## config.mk

```make
export PLATFORM = sky130hd
export DESIGN_NAME = mips_bus_lsu
export DESIGN_NICKNAME = d
export VERILOG_FILES = /design/src/rtl/mips_bus_lsu.sv
export SDC_FILE = /design/constraint.sdc
export NUM_CORES = 1
export LEC_CHECK = 0
export BUFFER_PORTS_ARGS = -buffer_cell sky130_fd_sc_hd__buf_2
export CAP_MARGIN = 20
export CORE_MARGIN = 3
export CORE_UTILIZATION = 44
export DETAILED_ROUTE_END_ITERATION = 7
export HOLD_SLACK_MARGIN = 0.12
export PLACE_DENSITY = 0.79
export REMOVE_ABC_BUFFERS = 1
export SYNTH_ARGS = -nofsm -noshare
export SYNTH_HDL_FRONTEND = slang
export SYNTH_SLANG_ARGS = --single-unit
export TNS_END_PERCENT = 10
```

## constraint.sdc

```tcl
create_clock -name clk -period 1.6 [get_ports clk]
set_input_delay 0 -clock clk [delete_from_list [all_inputs] [get_ports clk]]
set_output_delay 0 -clock clk [all_outputs]
set_load 0.02 [all_outputs]
```

## src/rtl/mips_bus_lsu.sv

```systemverilog
// Load/store unit that owns the Avalon master port: lane steering, endian swap, load extension.
// Optional waitrequest timeout abort is enabled with `define MIPS_BUS_LSU_TIMEOUT_EN.
module mips_bus_lsu #(
   parameter int ADDR_W     = 32,
   parameter bit BIG_ENDIAN = 1'b1,
   parameter int TIMEOUT    = 255
) (
   input  logic              clk,
   input  logic              reset_i,
   input  logic              req_i,
   input  logic              we_i,
   input  logic [1:0]        size_i,
   input  logic              sign_ext_i,
   input  logic [ADDR_W-1:0] addr_i,
   input  logic [31:0]       wdata_i,
   output logic [31:0]       rdata_o,
   output logic              done_o,
   output logic              err_o,
   output logic              busy_o,
   output logic [ADDR_W-1:0] address,
   output logic              read,
   output logic              write,
   input  logic              waitrequest,
   output logic [31:0]       writedata,
   output logic [3:0]        byteenable,
   input  logic [31:0]       readdata
);

   typedef enum logic [1:0] {IDLE, ACCESS, DONE} state_t;

   state_t            r_state, w_next;
   logic              r_we, r_sext, r_err;
   logic [1:0]        r_size;
   logic [ADDR_W-1:0] r_addr;
   logic [31:0]       r_wbus, r_rdata;
   logic [3:0]        r_be;

   logic              w_misalign, w_accept, w_complete, w_timeout;
   logic [31:0]       w_wbus, w_shift, w_load;
   logic [3:0]        w_be;
   logic [15:0]       w_half;

   assign w_misalign = (size_i == 2'd3) ||
                       (size_i == 2'd1 && addr_i[0]) ||
                       (size_i == 2'd2 && addr_i[1:0] != 2'b00);
   assign w_accept   = (r_state == IDLE) && req_i;
   assign w_complete = (r_state == ACCESS) && !waitrequest;

`ifdef MIPS_BUS_LSU_TIMEOUT_EN
   localparam logic [15:0] TO_LAST = 16'(TIMEOUT - 1);
   logic [15:0] r_cnt;

   // Counts stalled ACCESS cycles; abort on the edge where the count reaches TIMEOUT.
   always_ff @(posedge clk) begin
      if (!reset_i)
         r_cnt <= '0;
      else if (r_state != ACCESS)
         r_cnt <= '0;
      else if (waitrequest)
         r_cnt <= r_cnt + 16'd1;
   end

   assign w_timeout = (r_state == ACCESS) && waitrequest && (r_cnt == TO_LAST);
`else
   assign w_timeout = 1'b0;
`endif

   always_ff @(posedge clk) begin
      if (!reset_i)
         r_state <= IDLE;
      else
         r_state <= w_next;
   end

   always_comb begin
      w_next = r_state;
      case (r_state)
         IDLE:    if (req_i) w_next = w_misalign ? DONE : ACCESS;
         ACCESS:  if (!waitrequest || w_timeout) w_next = DONE;
         DONE:    w_next = IDLE;
         default: w_next = IDLE;
      endcase
   end

   // Store lane steering: byte replicated to all lanes, halfword to both halves.
   always_comb begin
      w_wbus = '0;
      w_be   = 4'b0000;
      case (size_i)
         2'd0: begin
            w_wbus = {4{wdata_i[7:0]}};
            w_be   = 4'b0001 << addr_i[1:0];
         end
         2'd1: begin
            w_wbus = BIG_ENDIAN ? {2{wdata_i[7:0], wdata_i[15:8]}} : {2{wdata_i[15:0]}};
            w_be   = 4'b0011 << addr_i[1:0];
         end
         2'd2: begin
            w_wbus = BIG_ENDIAN ? {wdata_i[7:0], wdata_i[15:8], wdata_i[23:16], wdata_i[31:24]}
                                : wdata_i;
            w_be   = 4'b1111;
         end
         default: begin
            w_wbus = '0;
            w_be   = 4'b0000;
         end
      endcase
   end

   // Load path: shift the addressed lane down to bit 0, then swap and extend.
   assign w_shift = readdata >> {r_addr[1:0], 3'b000};
   assign w_half  = BIG_ENDIAN ? {w_shift[7:0], w_shift[15:8]} : w_shift[15:0];

   always_comb begin
      w_load = '0;
      case (r_size)
         2'd0:    w_load = {{24{r_sext & w_shift[7]}}, w_shift[7:0]};
         2'd1:    w_load = {{16{r_sext & w_half[15]}}, w_half};
         default: w_load = BIG_ENDIAN ? {readdata[7:0], readdata[15:8], readdata[23:16], readdata[31:24]}
                                      : readdata;
      endcase
   end

   always_ff @(posedge clk) begin
      if (!reset_i) begin
         r_we    <= 1'b0;
         r_sext  <= 1'b0;
         r_size  <= 2'd0;
         r_addr  <= '0;
         r_wbus  <= '0;
         r_be    <= 4'b0000;
         r_err   <= 1'b0;
         r_rdata <= '0;
      end else begin
         if (w_accept) begin
            r_we   <= we_i;
            r_sext <= sign_ext_i;
            r_size <= size_i;
            r_addr <= addr_i;
            r_wbus <= w_misalign ? 32'h0 : w_wbus;
            r_be   <= w_misalign ? 4'b0000 : w_be;
            r_err  <= w_misalign;
         end else if (w_timeout) begin
            r_err  <= 1'b1;
         end
         if (w_complete && !r_we)
            r_rdata <= w_load;
      end
   end

   assign read       = (r_state == ACCESS) && !r_we;
   assign write      = (r_state == ACCESS) && r_we;
   assign done_o     = (r_state == DONE);
   assign err_o      = (r_state == DONE) && r_err;
   assign busy_o     = (r_state != IDLE);
   assign address    = {r_addr[ADDR_W-1:2], 2'b00};
   assign byteenable = r_be;
   assign writedata  = r_wbus;
   assign rdata_o    = r_rdata;

endmodule

```

==> results of run 1 <==
power by group through the flow:
stage	clock, µW	sequential, µW	combinational [µW]
floorplan	0	3110	466
global placement	0	2940	1150
detailed placement	0	2950	1180
CTS	2360	2890	1380
global route	2460	2910	1530
finish	2320	2890	1420
routing by layer:
layer / vias up / share of wire, % / track usage [%]
met5: - / 0 / 0
met4: 0 / 2.8 / 11.1
met3: 43 / 9.4 / 6.68
met2: 314 / 49 / 45.3
met1: 2586 / 39 / 30.0
li1: 2545 / - / -
how the worst max path moves through the flow:
stage                    endpoint  slack, ns  depth (start not counted)
floorplan            writedata[0]      -2.12                          3
detailed placement  writedata[12]      -0.07                          4
global route         writedata[8]      -0.06                          4
global placement            r_err     -0.009                          5
finish              writedata[12]       0.01                          4
CTS                 writedata[12]      0.007                          4
cell families (layout without fill, tap and decap cells):
logic type | count (synthesis) | count (layout) | synth area share [%]
AO/OA/AOI/OAI | 192 | 192 | 24.6
AND/OR/NAND/NOR | 184 | 184 | 15.9
flip-flops | 107 | 107 | 42.4
buffers and inverters | 87 | 352 | 9.73
multiplexers | 25 | 25 | 7.20
other | 1 | 2 | 0.0742
XOR/XNOR | 1 | 1 | 0.173
cell type report:
type                            count  share of cell area, %
Multi-Input combinational cell    404                   33.3
Timing Repair Buffer              332                   30.9
Sequential cell                   107                   29.0
Clock buffer                       11                   3.42
Tap cell                          140                   2.37
Clock inverter                      5                  0.812
Inverter                            4                  0.203
sequential cells by signal, indices dropped and copies added, names as in the netlist:
signal,flops
r_err,1
r_size,2
rdata_o,32
byteenable,4
r_state,2
writedata,32
r_we,1
r_sext,1
r_addr,32
worst max-delay path, delay by kind of cell, from the launching register on:
family | cells | cell delay, ns
flops | 1 | 0.32
simple gates | 2 | 0.68
compound gates | 1 | 0.26
buf+inv | 1 | 0.26
metrics by stage:
stage          setup WS [ns]  cell area (µm²)
3_3_place_gp        -0.00921             6030
4_1_cts              0.00669             7370
3_5_place_dp         -0.0651             6030
6_report              0.0102             7400
2_1_floorplan          -2.12             4580
5_1_grt              -0.0644             7400
synth_stat cells (9+ instances only):
library cell	instances
nand2_1	123
dfxtp_1	107
a21oi_1	51
o21ai_0	45
a21boi_0	44
buf_4	32
clkbuf_1	25
buf_2	17
nor2_1	14
nor2b_1	14
and2_1	13
mux2i_1	9
nand3_1	9
o31ai_1	9
timing repair:
| item | CTS | global route |
|---|---|---|
| hold buffers | 102 | 0 |
| pin swaps | 0 | 1 |
| endpoints found under the setup margin | 31 | 44 |
| endpoints found under the hold margin | 105 | 0 |
| gates resized for setup | 3 | 7 |
==> impl_summary.md, run 1 <==
Setup path
Traced cell by cell, the critical path runs through or3b_2, buf_6, o31ai_1, and2_1. The endpoint of the lowest-slack register-to-register path is writedata[12]. The endpoint required time on the critical path is 1.89 ns.

By startpoint and endpoint, the worst setup path is classified as register to register. The highest fanout seen on the critical path is 57. On the worst path, the slowest cell contributes a delay of 0.52 ns.

The source of the critical timing path is r_state[1]. The number of cells on the worst reg-to-reg path is 4. The launching point of the worst reg2reg path is r_state[1]. Data arrives at the worst endpoint at 1.88 ns. The critical path's slowest cell is or3b_2. STA classifies the critical path startpoint as a register. The reg2reg setup slack is 0.01 ns. The endpoint kind of the worst setup timing path is a register.

Timing
The final count of pins violating max slew is 0. The clock period minus final worst setup slack is 1.59 ns. The number of endpoints failing setup at the final stage is 0. Timing would allow up to 629 MHz. The maximum clock skew at final layout is 0.00958 ns. Setup repair after global routing could not meet its margin everywhere. The final count of hold timing violations is 0. The worst hold margin is 0.142 ns. After routing, the total negative slack on setup checks comes to 0 ns.

The final critical path takes up 99.4% of the cycle.

Finish
Across the whole layout, storage elements account for 2140 µm². The net count of the finished layout is 962. The layout cell share with drive strength beyond 1 is 31.9%. At the end of the flow the core is filled with cells to 67.1%. The final cell count without fillers is 1,003.

In the layout the commonest cells are 206 x buf_2, 123 x nand2_1, 106 x dfxtp_1. 0 antenna diodes ended up in the layout. The area growth from synthesis to layout is 46.3%.

In the final layout, the multi-input gates occupy 2470 µm². The library cell used most frequently in the layout, excluding fill and tap cells, is buf_2. After filler insertion, the fill cell instance count of the layout stands at 798.

Die
The die covers 12,800 µm². The floorplan step set the die height to 113 µm. The initialized floorplan defines 38 standard-cell rows.

From left edge to right edge, the die measures 113 µm. The count of boundary I/O pins is 209. The effective utilization at floorplan is 45.8%.

The total area inside the core boundary comes to 11,000 µm².

Routing
The DRC violations left is 0. The number of nets still failing antenna checks after routing is 0. After the first detailed-routing iteration, the DRC count stood at 476. Dividing the detail-routed wire length by the instance count gives 17.0 µm. After detailed routing, the number of vias per cell comes to 5.47.

The detailed router placed 5,488 vias in this run. Summed over all layers, the routed wires come to 17.1 mm. Before antenna repair, the detailed router went through 6 iterations.

CTS
The clock latency reported for the late side of the worst-skew pair is 0.35 ns. TritonCTS created 9 clock buffers. The clock tree synthesis step divided the H-tree into 3 levels. The buffer count from post-CTS setup fixing is 0. After clock tree synthesis, the clock-pin slew on the worst setup and hold paths is 0.07 ns.

The maximum buffer depth of the clock tree is 2. The clock net in this run drives a total of 107 sinks. The root buffer cell chosen for the clock tree is clkbuf_16. The TritonCTS clock tree is yes.

Pwr
The share of total power dissipated in the clock network is 35.0%. The total chip power is 6640 µW. The peak supply drop is 0.550 mV.

The total net switching power is 1880 µW. The cell-internal power is 4750 µW. In this run, flip-flops and latches consume 43.6% of the power. The proportion of power drawn by combinational gates is 21.5%. Net switching is 28.4% of the power. In this run the power density over the cells is 897 nW/µm². Summed over all cells, the static leakage comes to 0.00338 µW.

Outcome
The run finished with clean final reports.

Run
The total of max-cap violations is 0.

Global route
The initial antenna violation count is 0. In the global route stage, overall resource usage came out at 25.9%. The via count of the first global-routing pass is 5,598.

The first global-routing pass estimated 26.9 mm of wire. Entering global routing, the biggest net connects 58 pins. For this run the aggregate overflow at the end of global routing stands at 0.

Synthesis
After synthesis, the mean cell area works out to 8.47 µm². The register area share after synthesis is 42.4%. The area share of the largest cell type after synthesis is 42.4%. For this run, the leading register cell type out of synthesis is dfxtp_1.

After technology mapping, the gate count stands at 597. After synthesis, the share of flip-flops with an asynchronous set or reset is 0%. The cell area that synthesis handed to floorplanning was 5060 µm². The number of enable-type register cells in the synthesized netlist is 0. Ranked by total cell area, the synthesized netlist is headed by dfxtp_1 42%, nand2_1 9.1%, a21boi_0 6.5%.

The total of flip-flops plus latches after synthesis is 107. The count of different cell masters after synthesis is 43. During synthesis, Yosys emitted a total of 0 warnings. The leading area contributor after synthesis is dfxtp_1.

Placed design
The detailed placer's ending HPWL is 10.5 mm. Routability-driven placement finished with a final weighted congestion of 0.872. Including well taps, the total number of placed cells is 885. The count of input and output buffers is 206.

Min path
The min-delay analysis places its worst path in the category input pin to register. For hold timing, the worst endpoint is writedata[11]. The worst hold path begins at wdata_i[19]. The hold-critical path depth is 4.
No activity file was read; power rests on OpenSTA's default activity.
==> run 2: changes to the inputs <==
- CELL_PAD_IN_SITES_DETAIL_PLACEMENT: unset -> 2
- CELL_PAD_IN_SITES_GLOBAL_PLACEMENT: unset -> 2
- CORE_UTILIZATION: 44 -> 24
- PLACE_DENSITY: 0.79 -> 0.78
==> impl_summary.md, run 2 (same netlist as run 1, synthesis figures left out) <==
Outcome
The run finished with clean final reports.

Routing
The number of optimization iterations in the first detailed-route pass is 4 (-2). The vias per cell is 4.78 (-13%). The total detailed-routing wirelength came to 22.5 mm (+32%). The via count was 5,485 (-0.055%). The number of nets still failing antenna checks after routing is 0 (unchanged). The DRC violations left is 0 (unchanged). The DRC violation total after the first TritonRoute iteration is 129 (-73%). The average routed wire per standard cell came to 19.6 µm (+15%).

Timing
The period utilization is 97.0% (-2.3 points). The worst hold margin is 0.137 ns (-0.00505 ns). The final count of pins violating max slew was 0 (unchanged). The top achievable clock speed was 644 MHz (+2.4%). Setup repair after global routing could not meet its margin everywhere. In this run the tightest slew margin relative to its limit is 65.9%. The smallest setup slack after layout was 0.0476 ns (+0.0374 ns). The clock period minus final worst setup slack is 1.55 ns (-0.0374 ns). The number of endpoints failing setup at the final stage is 0 (unchanged). The final count of hold timing violations is 0 (unchanged). The maximum clock skew at final layout is 0.00876 ns (-0.000828 ns). The transition time at the pin with the least slew margin is 0.512 ns.

Global route
The overall routing resource usage was 19.4% (-6.5 points). The initial antenna violation count came to 3 (+3). The largest net degree at the start of global routing is 46 (-21%).

The first-pass GRT wire length is 34.6 mm (+28%). The via count of the first global-routing pass is 6,253 (+12%). The aggregate global routing overflow is 0 (unchanged).

Setup path
The worst setup path is of the register to register kind. The largest individual stage delay along the critical path comes from the cell or3_4. In this run the critical register-to-register path is launched from r_state[1]. Among cell families on the critical path, the largest total delay comes from simple AND/OR/NAND/NOR gates.

The worst setup path is captured at a register. The number of buffer and inverter instances along the worst setup path came to 1 (unchanged). The reg2reg setup slack came to 0.05 ns (+0.04 ns). The source of the critical timing path is r_state[1]. The most critical setup path has its endpoint at rdata_o[7]. The highest fanout seen on the critical path is 6 (-89%).

The endpoint of the lowest-slack register-to-register path is rdata_o[7]. The logic depth of the worst register-to-register path is 5 (+1). The maximum cell stage delay along the critical path is 0.40 ns (-0.12 ns). The worst endpoint data arrival time is 1.78 ns (-0.10 ns). The endpoint required time on the critical path is 1.83 ns (-0.06 ns). The kind of launch point of the worst setup path is a register.

The instance count on the critical path is 5 (+1). The signal on the critical path passes through nand2b_1, or3_4, buf_12, a221oi_1, a21oi_1.

Pwr
The total power density per cell area came to 874 nW/µm² (-2.5%). The total chip power is 6720 µW (+1.2%). The peak supply drop is 0.534 mV (-2.8%).

The static leakage is 0.00345 µW (+2.0%).

Placed design
The number of placed cells counting well taps was 1,026 (+16%). The count of input and output buffers is 206 (unchanged). The global placer's final weighted congestion is 0.777 (-11%).

The post-place setup slack came to -0.0234 ns (+0.0417 ns). The detailed placer's ending HPWL is 14.1 mm (+34%).

CTS
The clock latency reported for the late side of the worst-skew pair is 0.35 ns (about the same). The maximum level of the CTS H-tree is 3 (unchanged). The total number of clock tree sinks is 107 (unchanged). The CTS clock-pin slew for the worst setup and hold paths is 0.08 ns (about the same). The root buffer cell chosen for the clock tree is clkbuf_16. The TritonCTS clock tree is yes. The maximum buffer depth of the clock tree is 2 (unchanged). The clock buffer count from CTS was 9 (unchanged).

Finish
The final cell count without fillers is 1,147 (+14%). Compared with the post-synthesis result, the final layout area differs by 52.0%. The final layout net count came to 973 (+1.1%). The post-route core utilization was 37.5% (-30 points). The fill cell instance count of the final layout is 2,270 (+180%).

The layout cell share with drive strength beyond 1 is 32.8% (+0.97 points). The commonest non-fill, non-tap cell in the layout is buf_2. Leaving out fill and tap cells, the most frequent cells in the layout are 206 x buf_2, 123 x nand2_1, 105 x dfxtp_1.

Die
The area inside the core boundary is 20,500 µm² (+86%). The area enclosed by the die boundary is 22,800 µm² (+78%). The effective utilization at floorplan is 24.7% (-21 points).

The number of cell rows came to 52 (+37%). The count of boundary I/O pins is 209 (unchanged). The horizontal extent of the die came to 151 µm (+34%). The vertical die dimension was 151 µm (+34%).

Min path
The worst hold path belongs to the class input pin to register.

Run
The total of max-cap violations is 0 (unchanged).
[run 2: timing repair]
item / CTS / global route
pin swaps: 0 / 2
hold buffers: 101 / 0
setup buffers: 0 / 1
hold endpoints to repair: 103 / 0
setup endpoints to repair: 8 / 64
gates resized for setup: 3 / 20
[run 2: cell type report]
type                    count  area (µm²)  area share [%]
flip-flops and latches    107        2140            27.9
diodes                      3        7.51          0.0977
clock buffers              12         236            3.08
repair buffers            343        2420            31.4
inverters                   4        15.0           0.195
clock inverters             4        51.3           0.667
multi-input cells         404        2480            32.2
well taps                 270         338            4.39
[run 2: tightest hold or removal path, cell delays in order]
cell and delay, ns:
buf_2 0.08, a21oi_1 0.06, o31ai_1 0.19, and2_1 0.13
[run 2: metal layers]
metal  global-route usage, %  share of wire [%]  vias to the layer above
li1                        -                  -                     2571
met1                    21.0                 38                     2693
met2                    37.0                 53                      192
met3                    5.60                6.5                       29
met4                    4.62                1.7                        0
met5                       0                  0                        -
[run 2: how the worst min path moves through the flow]
| stage | slack [ns] | cells after the start | start | end |
|---|---|---|---|---|
| final | 0.14 | 4 | wdata_i[16] | writedata[8] |
| after global routing | 0.16 | 4 | wdata_i[16] | writedata[8] |
| after CTS | 0.13 | 4 | wdata_i[16] | writedata[8] |
| after detailed placement | 0.26 | 3 | addr_i[5] | r_addr[5] |
| after global placement | 0.25 | 3 | addr_i[4] | r_addr[4] |
| after floorplan | 0.12 | 1 | reset_i | byteenable[1] |
[run 2: report_power, final]
part / leakage, µW / internal [µW] / switching [µW]
clock: 0.000137 / 1220 / 1050
sequential: 0.000873 / 2810 / 89.1
combinational: 0.00244 / 687 / 867
[run 2: metrics by stage]
step | cell area, µm² | TNS (ns)
after floorplan | 4580 | -126.64
after global placement | 6290 | 0
after detailed placement | 6290 | -0.0384
after CTS | 7600 | -0.0372
after global routing | 7690 | -0.0573
final | 7690 | 0
